===== config.mk =====
export PLATFORM = sky130hd
export DESIGN_NAME = fb_rect_writer
export DESIGN_NICKNAME = d
export VERILOG_FILES = /design/src/rtl/vga_pkg.sv /design/src/rtl/fb_rect_clip.sv /design/src/rtl/fb_rect_writer.sv
export SDC_FILE = /design/constraint.sdc
export NUM_CORES = 1
export LEC_CHECK = 0
export CORE_MARGIN = 2
export CORE_UTILIZATION = 45
export CTS_BUF_LIST = sky130_fd_sc_hd__clkbuf_4 sky130_fd_sc_hd__clkbuf_8
export DETAILED_ROUTE_END_ITERATION = 16
export DONT_BUFFER_PORTS = 1
export GPL_ROUTABILITY_DRIVEN = 0
export PLACE_DENSITY = 0.66
export SYNTH_ARGS = -nofsm -noshare
export SYNTH_HDL_FRONTEND = slang
export SYNTH_SLANG_ARGS = --single-unit

===== constraint.sdc =====
create_clock -name iVGA_CLK -period 14 [get_ports iVGA_CLK]
set_clock_uncertainty 0.1 [all_clocks]
set_input_delay 2.1 -clock iVGA_CLK [delete_from_list [all_inputs] [get_ports iVGA_CLK]]
set_output_delay 2.1 -clock iVGA_CLK [all_outputs]
set_load 0.01 [all_outputs]

===== src/rtl/vga_pkg.sv =====
// Shared constants and FSM encoding for the frame-memory write path.
package vga_pkg;
    localparam int SCREEN_W = 640;
    localparam int SCREEN_H = 480;
    localparam int ADDR_W   = 19;
    localparam int COLOR_W  = 8;

    typedef enum logic [1:0] {
        ST_IDLE = 2'd0,
        ST_CLIP = 2'd1,
        ST_FILL = 2'd2,
        ST_DONE = 2'd3
    } fsm_state_e;
endpackage


===== src/rtl/fb_rect_clip.sv =====
// Combinational clip of a requested rectangle against the visible screen.
// Produces the inclusive bottom-right corner, an empty flag and the first
// pixel address. Outputs are only meaningful when empty is low.
module fb_rect_clip #(
    parameter int SCREEN_W = vga_pkg::SCREEN_W,
    parameter int SCREEN_H = vga_pkg::SCREEN_H,
    parameter int ADDR_W   = vga_pkg::ADDR_W
) (
    input  logic [9:0]        x,
    input  logic [8:0]        y,
    input  logic [9:0]        w,
    input  logic [8:0]        h,
    output logic [9:0]        x1,
    output logic [8:0]        y1,
    output logic              empty,
    output logic [ADDR_W-1:0] start_addr
);
    localparam logic [10:0] X_MAX = 11'(SCREEN_W - 1);
    localparam logic [10:0] Y_MAX = 11'(SCREEN_H - 1);

    logic [10:0] x_end;
    logic [10:0] y_end;

    // 11-bit corner sums cannot overflow for 10/9-bit inputs; a zero
    // width or height wraps here but is caught by the empty flag.
    always_comb begin
        x_end      = {1'b0, x} + {1'b0, w} - 11'd1;
        y_end      = {2'b0, y} + {2'b0, h} - 11'd1;
        x1         = (x_end > X_MAX) ? X_MAX[9:0] : x_end[9:0];
        y1         = (y_end > Y_MAX) ? Y_MAX[8:0] : y_end[8:0];
        empty      = (w == 10'd0) || (h == 9'd0) ||
                     ({1'b0, x} >= 11'(SCREEN_W)) ||
                     ({2'b0, y} >= 11'(SCREEN_H));
        start_addr = ADDR_W'(y) * ADDR_W'(SCREEN_W) + ADDR_W'(x);
    end
endmodule


===== src/rtl/fb_rect_writer.sv =====
// Filled-rectangle writer for the palette-index frame memory.
// Accepts one request at a time, clips it in a single cycle, then streams
// one pixel write per permitted cycle in raster order. Row stepping is an
// add of a precomputed stride so only the clip cycle needs a multiply.
module fb_rect_writer #(
    parameter int SCREEN_W       = vga_pkg::SCREEN_W,
    parameter int SCREEN_H       = vga_pkg::SCREEN_H,
    parameter int ADDR_W         = vga_pkg::ADDR_W,
    parameter bit SYNC_TO_VBLANK = 1'b1
) (
    input  logic              iVGA_CLK,
    input  logic              iRST_n,
    input  logic              iVBLANK,
    input  logic              iREQ_VALID,
    output logic              oREQ_READY,
    input  logic [9:0]        iREQ_X,
    input  logic [8:0]        iREQ_Y,
    input  logic [9:0]        iREQ_W,
    input  logic [8:0]        iREQ_H,
    input  logic [7:0]        iREQ_COLOR,
    output logic              oWE,
    output logic [ADDR_W-1:0] oWADDR,
    output logic [7:0]        oWDATA,
    output logic              oBUSY,
    output logic              oDONE
);
    import vga_pkg::*;

    fsm_state_e         state_q, state_d;
    logic [9:0]         x_q, x_d;
    logic [8:0]         y_q, y_d;
    logic [9:0]         w_q, w_d;
    logic [8:0]         h_q, h_d;
    logic [COLOR_W-1:0] color_q, color_d;
    logic [9:0]         x1_q, x1_d;
    logic [8:0]         y1_q, y1_d;
    logic [9:0]         col_q, col_d;
    logic [8:0]         row_q, row_d;
    logic [ADDR_W-1:0]  addr_q, addr_d;

    logic [9:0]         clip_x1;
    logic [8:0]         clip_y1;
    logic               clip_empty;
    logic [ADDR_W-1:0]  clip_start;
    logic               permit;
    logic [ADDR_W-1:0]  row_stride;

    fb_rect_clip #(
        .SCREEN_W (SCREEN_W),
        .SCREEN_H (SCREEN_H),
        .ADDR_W   (ADDR_W)
    ) u_clip (
        .x          (x_q),
        .y          (y_q),
        .w          (w_q),
        .h          (h_q),
        .x1         (clip_x1),
        .y1         (clip_y1),
        .empty      (clip_empty),
        .start_addr (clip_start)
    );

    // Write gating and the jump from the last pixel of a row to the first
    // pixel of the next one.
    always_comb begin
        permit     = (SYNC_TO_VBLANK == 1'b0) || iVBLANK;
        row_stride = ADDR_W'(SCREEN_W) - ADDR_W'(x1_q - x_q);
    end

    // Next-state and counter update; counters freeze while writes are gated.
    always_comb begin
        state_d = state_q;
        x_d     = x_q;
        y_d     = y_q;
        w_d     = w_q;
        h_d     = h_q;
        color_d = color_q;
        x1_d    = x1_q;
        y1_d    = y1_q;
        col_d   = col_q;
        row_d   = row_q;
        addr_d  = addr_q;
        case (state_q)
            ST_IDLE: begin
                if (iREQ_VALID) begin
                    x_d     = iREQ_X;
                    y_d     = iREQ_Y;
                    w_d     = iREQ_W;
                    h_d     = iREQ_H;
                    color_d = iREQ_COLOR;
                    state_d = ST_CLIP;
                end
            end
            ST_CLIP: begin
                x1_d  = clip_x1;
                y1_d  = clip_y1;
                col_d = x_q;
                row_d = y_q;
                if (clip_empty) begin
                    // Leave the address alone: the unclipped start may be
                    // off-screen.
                    state_d = ST_DONE;
                end else begin
                    addr_d  = clip_start;
                    state_d = ST_FILL;
                end
            end
            ST_FILL: begin
                if (permit) begin
                    if (col_q == x1_q) begin
                        if (row_q == y1_q) begin
                            state_d = ST_DONE;
                        end else begin
                            col_d  = x_q;
                            row_d  = row_q + 9'd1;
                            addr_d = addr_q + row_stride;
                        end
                    end else begin
                        col_d  = col_q + 10'd1;
                        addr_d = addr_q + ADDR_W'(1);
                    end
                end
            end
            ST_DONE: state_d = ST_IDLE;
            default: state_d = ST_IDLE;
        endcase
    end

    // State and datapath registers; reset abandons any rectangle in flight.
    always_ff @(posedge iVGA_CLK or negedge iRST_n) begin
        if (!iRST_n) begin
            state_q <= ST_IDLE;
            x_q     <= '0;
            y_q     <= '0;
            w_q     <= '0;
            h_q     <= '0;
            color_q <= '0;
            x1_q    <= '0;
            y1_q    <= '0;
            col_q   <= '0;
            row_q   <= '0;
            addr_q  <= '0;
        end else begin
            state_q <= state_d;
            x_q     <= x_d;
            y_q     <= y_d;
            w_q     <= w_d;
            h_q     <= h_d;
            color_q <= color_d;
            x1_q    <= x1_d;
            y1_q    <= y1_d;
            col_q   <= col_d;
            row_q   <= row_d;
            addr_q  <= addr_d;
        end
    end

    // Outputs decode straight from flops; write enable also follows the
    // vblank level so a gated cycle never reaches memory.
    always_comb begin
        oREQ_READY = (state_q == ST_IDLE);
        oBUSY      = (state_q != ST_IDLE);
        oDONE      = (state_q == ST_DONE);
        oWE        = (state_q == ST_FILL) && permit;
        oWADDR     = addr_q;
        oWDATA     = color_q;
    end
endmodule


==> results by group <==
STA
  • Max-slew violation count: 0
  • Final hold viol count: 0
  • RSZ-0062 raised after global routing: no
  • Final worst-path cycle share: a little over a third
  • Setup total negative slack: 0 ps
  • Time the worst path needs with I/O delays and setup: between 5000 and 6000 ps
  • Worst slew margin: just under 30%
  • Fmax: about 200 MHz
  • Final setup viols: 0
  • Worst-margin pin slew: about 1100 ps

Global route
  • GR Overflow Total: 0
  • Vias in the first global route: 6,141
  • GRT Util Overall: 20.3%
  • Initial antenna violation count: 1
  • Largest net degree at the start of global routing: 106
  • Global-route wire length before repair: 31,700 um

Clock tree
  • Post-CTS sizing: 0
  • H-Tree Level Count: 3
  • TritonCTS clock tree: done
  • Worst-path clk slew: approximately 120 ps
  • Clock Path Buffers: 2
  • Clk_lat worst skew: ~400 ps
  • Total CTS buffers: 9
  • Post-CTS setup buffer count: 0
  • Root buf cell: clkbuf_8
  • TritonCTS sink count: 105
  • Hold_buf cts: 0

Final layout
  • Most frequent cells in the layout: dfrtp_1 (105), ha_1 (81), inv_1 (72), nor2_1 (68), a21oi_1 (63)
  • Nets: 1,014
  • Commonest non-fill, non-tap cell in the layout: dfrtp_1
  • Synthesis-to-layout area growth: 5.62%
  • Layout cells sized above 1: around 10%
  • Final Non-Filler Cells: between 1k and 1.5k
  • Finished Core Util: a little under half
  • Filler cells: ~1.7k

Critical path
  • Critical path origin: x_q[1]
  • Crit path to: oWADDR[18]
  • Worst r2r src: x_q[1]
  • R2r setup slk: 8930 ps
  • Worst setup SP type: register
  • Critical Path RT: 14,190 ps
  • Worst EP arrival: 5260 ps
  • Worst-path maximum fanout: 5
  • Critical path type: reg2reg
  • Critical Path Sink Type: register
  • Worst R2R Path Depth: 21
  • Reg2reg end: oWADDR[18]

Hold path
  • Worst hold path class: reg2reg

Floorplanning
  • Full die area: 19,100 um^2
  • I/O pins: 81
  • Std-Cell Rows: 49
  • Area of the core: roughly 18,000 um^2
  • Die X: around 140 um
  • Initial Util: between 40% and 50%
  • Die height: 138 um

Route
  • Routed Antenna Nets: 0
  • WL final: 19,000 um
  • Initial drt markers: roughly 360
  • Drt via density: 5.69
  • DR vias: ~6.3k
  • DRT Pass-1 Iters: 4
  • DRC errors left: 0
  • Routed WL per cell: around 17 um

Synth
  • Synth Instances: between 800 and 900
  • Avg Inst Size Synth: 9.11 um^2
  • Synth Net Count: slightly above 1k
  • Asr flop ratio synth: 100%
  • Syn Std Cell Area: between 8000 and 9000 um^2
  • Yosys top cell area share: 32.4%
  • Synth Flop Type: dfrtp_1
  • Total number of yosys warnings: 0
  • Post-synth EDFFs: 0
  • Synth cell types: between 70 and 80
  • Main area contributors after synthesis: dfrtp_1 (32%), ha_1 (13%), mux2_2 (6.7%), xnor2_1 (4.5%), a21oi_1 (3.9%)
  • Sequential-to-total area share from yosys stat: 32.4%
  • Top cell type by total area after synthesis: dfrtp_1
  • Seq cells post-synth: ~110

Placement
  • I/O Buffers: 0
  • Post-DP HPWL: ~14,000 um
  • Placed cells: 1,094

Job
  • Max Cap Viol: 0

Run status
  • Status: finished clean
final cells by class:
cell class | instances | area [um^2] | area share, %
flip-flops and latches | 105 | 2630 | 30.7
repair buffers | 2 | 15.0 | 0.175
clock buffers | 9 | 124 | 1.45
diodes | 1 | 2.50 | 0.0292
multi-input cells | 686 | 5100 | 59.7
clock inverters | 7 | 125 | 1.46
well taps | 229 | 287 | 3.35
inverters | 72 | 270 | 3.16
worst max-delay path: stages (launching register included):
cell and delay (ps):
dfrtp_1 400, inv_1 170, ha_1 260, nor2b_1 150, o2111ai_1 280, nand3b_1 130
xnor2_1 330, nor4b_1 450, a21oi_1 180, o21ai_0 210, xnor2_1 140, nor2_1 60
ha_1 390, nand2_1 70, nor2_1 200, and3_1 190, o211ai_1 110, a31oi_1 230
a31oi_1 140, xnor2_1 160, mux2_1 330, a221o_1 290
sequential cells by signal (all words and copies together) (netlist names):
name and cells:
oWADDR 19, col_q 10, w_q 10, x1_q 10, x_q 10, h_q 9
row_q 9, y1_q 9, y_q 9, oWDATA 8, state_q 2
cell usage after synthesis (all sizes together) (4+ instances only):
library cell  instances
ha                   82
buf                   6
clkbuf               20
o21bai                5
nor3                 22
nor4                  8
a2bb2oi               4
or2                   8
o31ai                 5
a31oi                10
or3                   4
xor2                 34
o21ai                55
o211ai                4
and3                  8
xnor2                43
o22a                  7
mux2i                 9
nand3                24
dfrtp               105
a21o                 18
a2111oi               5
o21a                 10
nand4                10
inv                  72
fa                    6
nand2                59
a211oi                7
a21oi                65
mux2                 49
o22ai                 8
nor2                 68
nor2b                 6
nand2b                5
how the worst min path moves through the flow:
stage | start | end | slack, ps | cells after the start
after floorplan | w_q[2] | w_q[2] | 380 | 1
after global placement | x_q[1] | x_q[1] | 390 | 1
after detailed placement | x_q[1] | x_q[1] | 400 | 1
after CTS | x_q[1] | x_q[1] | 430 | 1
after global routing | x_q[1] | x_q[1] | 450 | 1
final | x_q[1] | x_q[1] | 430 | 1
per-stage QoR:
stage | hold slack (ps) | worst slack [ps] | cell area [um^2]
3_5_place_dp | 403 | 9000 | 8300
3_3_place_gp | 387 | 9090 | 8300
2_1_floorplan | 379 | 9430 | 8100
6_report | 431 | 8930 | 8560
5_1_grt | 450 | 8510 | 8550
4_1_cts | 432 | 8970 | 8550
cells by family after synthesis:
logic type / share of synthesized area (%)
flops: 32.4
buf+inv: 4.60
compound gates: 18.9
xor+xnor: 8.42
fa+ha+maj: 14.1
mux: 7.92
simple gates: 13.6
layer usage:
layer / vias up / GRT usage (%) / wire (um) / part of all wire [%]
met5: - / 0 / 0 / 0
met4: 0 / 5.37 / 246 / 1.3
met3: 16 / 4.71 / 1180 / 6.2
met2: 165 / 31.7 / 8430 / 44
met1: 2979 / 28.6 / 9160 / 48
li1: 3164 / - / - / -
Power is not shown: default switching activity piles up to over one toggle a cycle in this logic, so the estimate is an artifact.
